--- src/rtl/rr_mux_arbiter.sv ---
`default_nettype none
// ============================================================================
// Module   : rr_mux_arbiter
// Function : N-channel valid/ready mux with a round-robin or fixed-priority
//            arbiter feeding a one-entry registered output stage.
// Revision : 1.0
// ============================================================================
module rr_mux_arbiter #(
    parameter int w  = 8,
    parameter int N  = 8,
    parameter int SW = 3
) (
    input  logic            clk,
    input  logic            rst,
    input  logic [N*w-1:0]  d,
    input  logic [N-1:0]    d_valid,
    output logic [N-1:0]    d_ready,
    input  logic            mode,
    output logic [w-1:0]    F,
    output logic [SW-1:0]   F_sel,
    output logic            F_valid,
    input  logic            F_ready
);

    logic [w-1:0]  r_f;
    logic [SW-1:0] r_f_sel;
    logic          r_f_valid;
    logic [SW-1:0] r_ptr;

    logic [SW-1:0] w_grant;
    logic [SW-1:0] w_idx;
    logic          w_found;
    logic          w_any;
    logic          w_load;
    logic          w_xfer;

    assign w_any  = |d_valid;
    assign w_load = ~r_f_valid | F_ready;
    assign w_xfer = w_load & w_any & ~rst;

    // The cyclic search wraps at N so indices >= N are never reachable.
    always_comb begin
        w_grant = '0;
        w_idx   = '0;
        w_found = 1'b0;
        if (mode) begin
            for (int i = N - 1; i >= 0; i--) begin
                if (d_valid[SW'(i)]) begin
                    w_grant = SW'(i);
                end
            end
        end else begin
            for (int k = 1; k <= N; k++) begin
                w_idx = SW'((int'(r_ptr) + k) % N);
                if (!w_found && d_valid[w_idx]) begin
                    w_grant = w_idx;
                    w_found = 1'b1;
                end
            end
        end
    end

    assign d_ready = w_xfer ? (N'(1'b1) << w_grant) : '0;

    always_ff @(posedge clk) begin
        if (rst) begin
            r_f       <= '0;
            r_f_sel   <= '0;
            r_f_valid <= 1'b0;
            r_ptr     <= SW'(N - 1);
        end else if (w_xfer) begin
            r_f       <= d[int'(w_grant)*w +: w];
            r_f_sel   <= w_grant;
            r_f_valid <= 1'b1;
            r_ptr     <= w_grant;
        end else if (r_f_valid && F_ready) begin
            r_f_valid <= 1'b0;
        end
    end

    assign F       = r_f;
    assign F_sel   = r_f_sel;
    assign F_valid = r_f_valid;

endmodule
`default_nettype wire
--- config.mk ---
export PLATFORM = sky130hd
export DESIGN_NAME = rr_mux_arbiter
export DESIGN_NICKNAME = d
export VERILOG_FILES = /design/src/rtl/rr_mux_arbiter.sv
export SDC_FILE = /design/constraint.sdc
export NUM_CORES = 1
export LEC_CHECK = 0
export ABC_CLOCK_PERIOD_IN_PS = 4900
export BUFFER_PORTS_ARGS = -buffer_cell sky130_fd_sc_hd__buf_2
export CORE_MARGIN = 3
export CORE_UTILIZATION = 53
export DETAILED_ROUTE_END_ITERATION = 8
export PLACE_DENSITY = 0.86
export SLEW_MARGIN = 10
export SYNTH_ARGS = -nofsm -noshare
export SYNTH_HDL_FRONTEND = slang
export SYNTH_SLANG_ARGS = --single-unit
--- constraint.sdc ---
create_clock -name clk -period 4.9 [get_ports clk]
set_clock_uncertainty 0.05 [all_clocks]
set_input_delay 0.735 -clock clk [delete_from_list [all_inputs] [get_ports clk]]
set_output_delay 0.735 -clock clk [all_outputs]
set_load 0.005 [all_outputs]
==> results.json, run 1 <==
{
  "cts_max_level": 1,
  "seq_area_frac_synth_pct": 9.82,
  "multiInputGateArea_um2": 2530,
  "finalSetupViolCount": 0,
  "synth_cell_types": 52,
  "setup-tns-final_ns": 0,
  "synth-seq-cells": 15,
  "synthAdderAreaFrac_pct": 0.819,
  "status": "completed",
  "async_flop_share_pct": 0,
  "grt_first_pass_wirelength_um": 14700,
  "layout_common_cells": "buf_2 (95), nor2b_1 (38), o21ai_0 (37), nand3_1 (33), nand4_1 (33)",
  "yosysTopAreaCell": "dfxtp_1",
  "ir_worst_vdd_mv": 0.301,
  "wl_um": 9370,
  "postLayoutSetupSlackWorst_ns": 0.314,
  "syn_area_um2": 3060,
  "nets": 543,
  "io_buffers": 95,
  "drc_errors": 0,
  "grt_util_all_layers_pct": 26.9,
  "fmax_mhz": 218,
  "netlist_instances": 400,
  "synthSimpleGateAreaFrac_pct": 30.1,
  "synth_compound_area_share_pct": 30.5,
  "path_class": "reg -> out",
  "register_area_um2": 300,
  "cp.arrival_ns": 3.80,
  "drt-pass1-iter-count": 5,
  "grt_pass1_vias": 3061,
  "viasPerCell": 6.67,
  "instances_no_fill": 536,
  "synth_xor_area_share_pct": 1.43,
  "slew_headroom_pct": 26.8,
  "vias": 3574,
  "grt-ovfl-total": 0,
  "clkLatencyLatePin_ns": 0.25,
  "synth_top_flop_cell": "dfxtp_1",
  "die_area_um2": 6710,
  "syn_avg_cell_area_um2": 7.64,
  "cts_tree": "done",
  "cts.sinks": 15,
  "core-area_um2": 5540,
  "cts-root-buf": "clkbuf_8",
  "final_util_pct": 64.1,
  "dp_hpwl_um": 6770,
  "clk_path_buf_depth": 2,
  "powerDensity_nw_per_um2": 520,
  "pre_cts_ws_ns": 0.615,
  "total_power_mw": 1.85,
  "ant_nets": 0,
  "cts_hold_buf": 0,
  "worstPathRequired_ns": 4.12,
  "min_period_over_period_pct": 93.6,
  "place_congestion": 0.945,
  "area_delta_synth_final_pct": 16.1,
  "dp_cells": 532,
  "dieHeight_um": 81.9,
  "synth_mux_area_share_pct": 19.0,
  "layout_min_cycle_time_ns": 4.59,
  "slew_viol_final": 0,
  "worstMarginPinSlew_ns": 1.10,
  "ys_warn_count": 0,
  "worst-path-max-fanout": 16,
  "cts_resized": 0,
  "leakage_nw": 1.56,
  "synth-edff-count": 0,
  "diodes": 0,
  "hp-class": "reg -> reg",
  "ios": 96,
  "start_kind": "flop",
  "wl_per_cell_um": 17.5,
  "rows": 27,
  "synth_nets": 478,
  "synthTopCellsByArea": "dfxtp_1 (9.8%), mux2i_1 (8.2%), mux4_2 (8.1%), nor2b_1 (7.8%), nand4_1 (6.8%)",
  "antenna_found_initial": 0,
  "clk_pin_slew_ns": 0.06,
  "die_x_um": 81.9,
  "cts_made_buffers": 3,
  "maxCapViolations": 0,
  "fillCellCount": 509,
  "initial_utilization_pct": 55.2,
  "mostFrequentLayoutCell": "buf_2",
  "hold_violations": 0,
  "grt_max_degree": 38,
  "endpoint_kind": "output pin",
  "rsz0062_at_grt": "no",
  "drt_iter0_drc": 529,
  "yosysTopAreaCellShare_pct": 9.82,
  "drive_gt1_share_pct": 33.4,
  "synth_top_family_by_area": "compound AO/OA/AOI/OAI gates",
  "cts_setup_buffers": 0
}
==> registers in the layout, summed over array words and instances, names as in the netlist <==
name / flops
r_ptr: 3
F_sel: 3
F: 8
F_valid: 1
==> per-stage QoR <==
step / hold WS, ns / area (um2)
2_1_floorplan: 0.389 / 3060
3_3_place_gp: 0.383 / 3500
3_5_place_dp: 0.390 / 3500
4_1_cts: 0.402 / 3550
5_1_grt: 0.435 / 3550
6_report: 0.396 / 3550
==> cell families (layout without fill, tap and decap cells) <==
group,count (synthesis),in the layout
compound gates,115,115
buf+inv,53,117
simple gates,167,167
fa+ha+maj,2,2
xor+xnor,5,5
flops,15,15
mux,43,43
==> worst paths after layout <==
kind / cells after the start / slack, ns / endpoint / from
hold reg to reg: 2 / 0.40 / F_sel[2]$_SDFFE_PP0P_ / F_sel[2]$_SDFFE_PP0P_
hold / removal: 2 / 0.40 / F_sel[2]$_SDFFE_PP0P_ / F_sel[2]$_SDFFE_PP0P_
setup / recovery: 11 / 0.31 / d_ready[2] / r_ptr[0]$_SDFFE_PP1P_
setup reg to reg: 12 / 0.67 / F[4]$_SDFFE_PP0P_ / r_ptr[0]$_SDFFE_PP1P_
==> cell type report <==
cell class | count | share of cell area, %
multi-input cells | 332 | 71.3
well taps | 72 | 2.54
repair buffers | 106 | 15.7
inverters | 7 | 0.740
clock buffers | 4 | 1.27
flip-flops and latches | 15 | 8.46
==> worst max-delay path, cell delays in order, from the launching register on <==
cell	delay (ns)
dfxtp_1	0.34
inv_2	0.10
ha_1	0.71
nor2b_1	0.10
a211oi_1	0.61
a221oi_1	0.27
or4_1	0.57
a22oi_1	0.21
o21ai_2	0.13
and2_1	0.20
nor3_1	0.18
buf_2	0.14
==> synth_stat cells, drive strengths merged (3+ instances only) <==
master,count
nor2b,38
a21oi,4
a211oi,6
and3,3
nand2b,3
mux2i,25
mux2,7
dfxtp,15
clkbuf,31
nor2,12
mux4,11
nand4,33
nor3,18
nand2,18
o21bai,8
a221oi,10
xnor2,3
or3,3
nand3,33
buf,15
o21ai,39
o211ai,33
inv,7
==> report_power, final <==
part	switching [mW]	internal [mW]
Combinational	0.925	0.625
Sequential	0.0405	0.155
Clock	0.0429	0.0577
==> layer usage <==
metal / wire length [um] / up-vias / global-route usage, %
met4: 153 / 0 / 6.48
met3: 888 / 18 / 4.28
li1: - / 1679 / -
met2: 4350 / 206 / 41.5
met1: 3980 / 1671 / 38.7
met5: 0 / - / 0
Note: power is estimated with default switching activity, not from simulation.
==> run 2: changes to the inputs <==
--- a/config.mk
+++ b/config.mk
@@ -10,6 +10,7 @@
 export CORE_MARGIN = 3
 export CORE_UTILIZATION = 53
 export DETAILED_ROUTE_END_ITERATION = 8
+export GPL_TIMING_DRIVEN = 0
 export PLACE_DENSITY = 0.86
 export SLEW_MARGIN = 10
 export SYNTH_ARGS = -nofsm -noshare
==> results.json, run 2 (synthesis gave the netlist of run 1 again) <==
{
  "nets": 576,
  "slew_viol_final": 0,
  "r2r-start": "r_ptr[1]$_SDFFE_PP1P_",
  "path_class": "reg -> out",
  "status": "completed",
  "powerDensity_nw_per_um2": 527,
  "leakage_nw": 1.61,
  "grt-ovfl-total": 0,
  "drt-pass1-iter-count": 5,
  "hp-class": "reg -> reg",
  "io_buffers": 93,
  "setup-tns-final_ns": 0,
  "hold_violations": 0,
  "postLayoutSetupSlackWorst_ns": 0.167,
  "finalSetupViolCount": 0,
  "drive_gt1_share_pct": 31.4,
  "ios": 96,
  "grt_pass1_vias": 3312,
  "cts_max_level": 1,
  "largest_reg_flops": 8,
  "layout_common_cells": "buf_2 (97), nor2b_1 (38), o21ai_0 (36), nand3_1 (33), nand4_1 (33)",
  "pre_cts_ws_ns": 0.107,
  "vias": 3802,
  "wl_per_cell_um": 17.8,
  "cts-root-buf": "clkbuf_8",
  "initial_utilization_pct": 55.2,
  "diodes": 0,
  "die_area_um2": 6710,
  "slew_headroom_pct": 39.3,
  "placed_area_um2": 3610,
  "ant_nets": 0,
  "layout_min_cycle_time_ns": 4.73,
  "antenna_found_initial": 0,
  "cts_tree": "done",
  "rsz0062_at_grt": "no",
  "rows": 27,
  "endpoint_kind": "output pin",
  "worstPathRequired_ns": 4.12,
  "r2r_cells": 15,
  "hold_start": "F_sel[2]$_SDFFE_PP0P_",
  "clk_path_buf_depth": 2,
  "start_kind": "flop",
  "die_x_um": 81.9,
  "ir_worst_vdd_mv": 0.291,
  "instances_no_fill": 569,
  "worst-path-max-fanout": 10,
  "clkLatencyLatePin_ns": 0.24,
  "cts.sinks": 15,
  "cts_made_buffers": 3,
  "mostFrequentLayoutCell": "buf_2",
  "grt_max_degree": 11,
  "worstMarginPinSlew_ns": 0.903,
  "fmax_mhz": 211,
  "hold_slack_ns": 0.388,
  "r2r-end": "F[6]$_SDFFE_PP0P_",
  "core-area_um2": 5540,
  "critPathLaunch": "r_ptr[1]$_SDFFE_PP1P_",
  "min_period_over_period_pct": 96.6,
  "hold_path_end": "F_sel[2]$_SDFFE_PP0P_",
  "worstHoldPathCells": 2,
  "dp_hpwl_um": 7630,
  "viasPerCell": 6.68,
  "drt_iter0_drc": 335,
  "dp_cells": 565,
  "grt_first_pass_wirelength_um": 15800,
  "grt_util_all_layers_pct": 29.3,
  "maxCapViolations": 0,
  "r2r_setup_slack_ns": 0.91,
  "place_congestion": 0.959,
  "clk_pin_slew_ns": 0.05,
  "area_delta_synth_final_pct": 20.6,
  "dieHeight_um": 81.9,
  "final_area_um2": 3690,
  "cp.arrival_ns": 3.95,
  "wl_um": 10200,
  "drc_errors": 0
}
[run 2: changes by cell type in the layout (fill, tap and decap cells not counted), moves of 2 or more]
cell      previous run  this run
clkbuf_4             0         2
nor3_1              15        17
buf_4               11         3
buf_2               95        97
nor3_2               3         0
buf_6                0         6
clkbuf_1             1        32
[run 2: worst max-delay path by stage]
| stage | endpoint | slack (ns) | cells after the start |
|---|---|---|---|
| final | d_ready[4] | 0.17 | 15 |
| after global routing | d_ready[0] | 0.01 | 15 |
| after CTS | d_ready[4] | 0.03 | 15 |
| after detailed placement | d_ready[1] | 0.11 | 16 |
| after global placement | d_ready[7] | 0.22 | 16 |
| after floorplan | d_ready[0] | 0.67 | 14 |
[run 2: final cells by class]
cell class / instances / area [um2]
multi-input combinational: 332 / 2510
fill: 465 / 1850
timing repair buffer: 93 / 465
sequential: 15 / 304
buffer: 46 / 241
tap: 72 / 90.1
clock buffer: 4 / 45.0
inverter: 7 / 26.3
[run 2: critical path, stage by stage (launching register included)]
cell,delay (ns)
dfxtp_4,0.38
buf_6,0.16
inv_1,0.13
ha_1,0.29
clkbuf_4,0.18
buf_4,0.19
mux4_2,0.38
mux2i_1,0.26
o21ai_1,0.14
or3_1,0.36
buf_2,0.16
and4_4,0.18
buf_6,0.13
or3_1,0.43
nor3_1,0.18
buf_2,0.14
[run 2: stage by stage]
stage / utilization [%] / power, mW
after floorplan: - / 1.41
after global placement: 65.2 / 1.73
after detailed placement: 65.2 / 1.77
after CTS: 66.3 / 1.89
after global routing: 66.5 / 2.08
final: 66.5 / 1.94
[run 2: routing by layer]
| metal | GRT usage (%) | wire length (um) |
|---|---|---|
| met1 | 41.4 | 4290 |
| met2 | 46.8 | 4710 |
| met3 | 2.96 | 913 |
| met4 | 8.80 | 248 |
| met5 | 0 | 0 |
[run 2: where the power goes]
group          switching (mW)  internal [mW]  total [mW]
logic                   0.979          0.681        1.66
clock network          0.0426         0.0576       0.100
registers              0.0250          0.157       0.182
total                    1.05          0.896        1.94
[run 2: timing repair]
| action | 4_1_cts | 5_1_grt |
|---|---|---|
| resized for setup | 4 | 7 |
| hold buffers | 0 | 0 |
| endpoints found under the setup margin | 8 | 8 |
| buffers inserted | 0 | 0 |
==> run 3: changes to the inputs <==
--- a/config.mk
+++ b/config.mk
@@ -8,10 +8,10 @@
 export ABC_CLOCK_PERIOD_IN_PS = 4900
 export BUFFER_PORTS_ARGS = -buffer_cell sky130_fd_sc_hd__buf_2
 export CORE_MARGIN = 3
-export CORE_UTILIZATION = 53
+export CORE_UTILIZATION = 50
 export DETAILED_ROUTE_END_ITERATION = 8
 export GPL_TIMING_DRIVEN = 0
-export PLACE_DENSITY = 0.86
+export PLACE_DENSITY = 0.82
 export SLEW_MARGIN = 10
 export SYNTH_ARGS = -nofsm -noshare
 export SYNTH_HDL_FRONTEND = slang
==> results.json, run 3 (synthesis gave the netlist of run 1 again) <==
{
  "rsz0062_at_grt": "yes",
  "pre_cts_ws_ns": 0.146,
  "place_congestion": 0.941,
  "initial_utilization_pct": 53.5,
  "cts_hold_buf": 0,
  "cts_tree": "done",
  "cp.arrival_ns": 3.95,
  "area_delta_synth_final_pct": 21.2,
  "mostFrequentLayoutCell": "buf_2",
  "vias": 3758,
  "final_util_pct": 64.9,
  "die_x_um": 84.2,
  "register_area_um2": 302,
  "endpoint_kind": "output pin",
  "ios": 96,
  "cts-root-buf": "clkbuf_8",
  "postLayoutSetupSlackWorst_ns": 0.165,
  "placed_area_um2": 3610,
  "die_area_um2": 7090,
  "grt_first_pass_wirelength_um": 17000,
  "ir_worst_vdd_mv": 0.313,
  "layout_min_cycle_time_ns": 4.74,
  "worstPathRequired_ns": 4.12,
  "grt-ovfl-total": 0,
  "fmax_mhz": 211,
  "nets": 575,
  "ant_nets": 0,
  "io_buffers": 93,
  "wl_um": 10300,
  "layout_common_cells": "buf_2 (97), nor2b_1 (38), o21ai_0 (36), nand3_1 (33), nand4_1 (33)",
  "critical-path-max-stage-delay_ns": 0.44,
  "viasPerCell": 6.62,
  "final_area_um2": 3710,
  "grt_max_degree": 11,
  "min_period_over_period_pct": 96.6,
  "leakage_nw": 1.61,
  "start_kind": "flop",
  "rows": 27,
  "dieHeight_um": 84.2,
  "r2r-end": "F[1]$_SDFFE_PP0P_",
  "finalSetupViolCount": 0,
  "cts_max_level": 1,
  "cts.sinks": 15,
  "multiInputGateArea_um2": 2530,
  "worstPathCellList": "buf_6 > inv_1 > ha_1 > clkbuf_4 > buf_6 > mux4_2 > mux2i_2 > o21ai_1 > or3_1 > buf_2 > and4_4 > buf_6 > or3_1 > nor3_1 > buf_2",
  "maxCapViolations": 0,
  "grt_pass1_vias": 3522,
  "slew_headroom_pct": 31.8,
  "drc_errors": 0,
  "r2r-start": "r_ptr[1]$_SDFFE_PP1P_",
  "fillCellCount": 491,
  "slowest_stage": "or3_1",
  "r2r_setup_slack_ns": 0.69,
  "drive_gt1_share_pct": 31.9,
  "clk_path_buf_depth": 2,
  "slew_viol_final": 0,
  "r2r_cells": 15,
  "worst-path-max-fanout": 10,
  "critPathLaunch": "r_ptr[1]$_SDFFE_PP1P_",
  "powerDensity_nw_per_um2": 534,
  "hold_path_end": "F_sel[2]$_SDFFE_PP0P_",
  "worstMarginPinSlew_ns": 1.01,
  "core-area_um2": 5710,
  "clk_pin_slew_ns": 0.06,
  "diodes": 0,
  "hp-class": "reg -> reg",
  "clkLatencyLatePin_ns": 0.24,
  "cts_made_buffers": 3,
  "wl_per_cell_um": 18.2,
  "hold_start": "F_sel[2]$_SDFFE_PP0P_",
  "hold_violations": 0,
  "largest_reg_flops": 8,
  "antenna_found_initial": 0,
  "total_power_mw": 1.98,
  "grt_util_all_layers_pct": 28.0,
  "drt_iter0_drc": 386,
  "drt-pass1-iter-count": 5,
  "status": "completed",
  "path_common_cell": "buf_6",
  "dp_hpwl_um": 7730,
  "worstHoldPathCells": 2,
  "path_class": "reg -> out"
}
-- run 3: cell type report --
| cell class | instances | area share [%] |
|---|---|---|
| tap | 72 | 2.43 |
| timing repair buffer | 93 | 12.6 |
| inverter | 7 | 0.709 |
| clock buffer | 4 | 1.22 |
| multi-input combinational | 332 | 68.3 |
| buffer | 45 | 6.62 |
| sequential | 15 | 8.14 |
-- run 3: where the power goes --
group | switching, mW | internal, mW | total (mW)
Combinational | 1.00 | 0.696 | 1.70
Clock | 0.0440 | 0.0576 | 0.102
Sequential | 0.0237 | 0.156 | 0.179
Total | 1.07 | 0.910 | 1.98
-- run 3: critical path, delay by kind of cell (launching register included) --
kind                       cells  cell delay (ns)
adders and majority gates      1             0.29
AOI/OAI and AO/OA              1             0.16
buffers and inverters          7             1.07
muxes                          2             0.60
and+or+nand+nor                4             1.17
DFF                            1             0.40
-- run 3: timing repair --
action                                  CTS  global route
pin swaps                                 0             0
setup buffers                             0             0
hold endpoints to repair                  0             0
endpoints found under the setup margin    8             8
gates resized for setup                   3            12
-- run 3: through the flow --
step | setup TNS [ns] | hold slack [ns] | std cells
6_report | 0 | 0.403 | 568
5_1_grt | -0.00854 | 0.427 | 568
4_1_cts | 0 | 0.396 | 569
3_5_place_dp | 0 | 0.386 | 565
3_3_place_gp | 0 | 0.391 | 565
2_1_floorplan | 0 | 0.389 | 400
-- run 3: metal layers --
metal / vias up / wire length [um] / GRT usage (%)
li1: 1750 / - / -
met3: 22 / 922 / 3.93
met2: 210 / 4790 / 44.5
met1: 1776 / 4430 / 39.8
met5: - / 0 / 0
met4: 0 / 174 / 7.02
-- run 3: how the worst max path moves through the flow --
stage / endpoint / slack (ns) / depth (start not counted)
2_1_floorplan: d_ready[0] / 0.67 / 14
3_3_place_gp: d_ready[3] / 0.19 / 16
3_5_place_dp: d_ready[5] / 0.15 / 16
4_1_cts: d_ready[2] / 0.02 / 15
5_1_grt: d_ready[2] / -0.005 / 15
6_report: d_ready[2] / 0.16 / 15
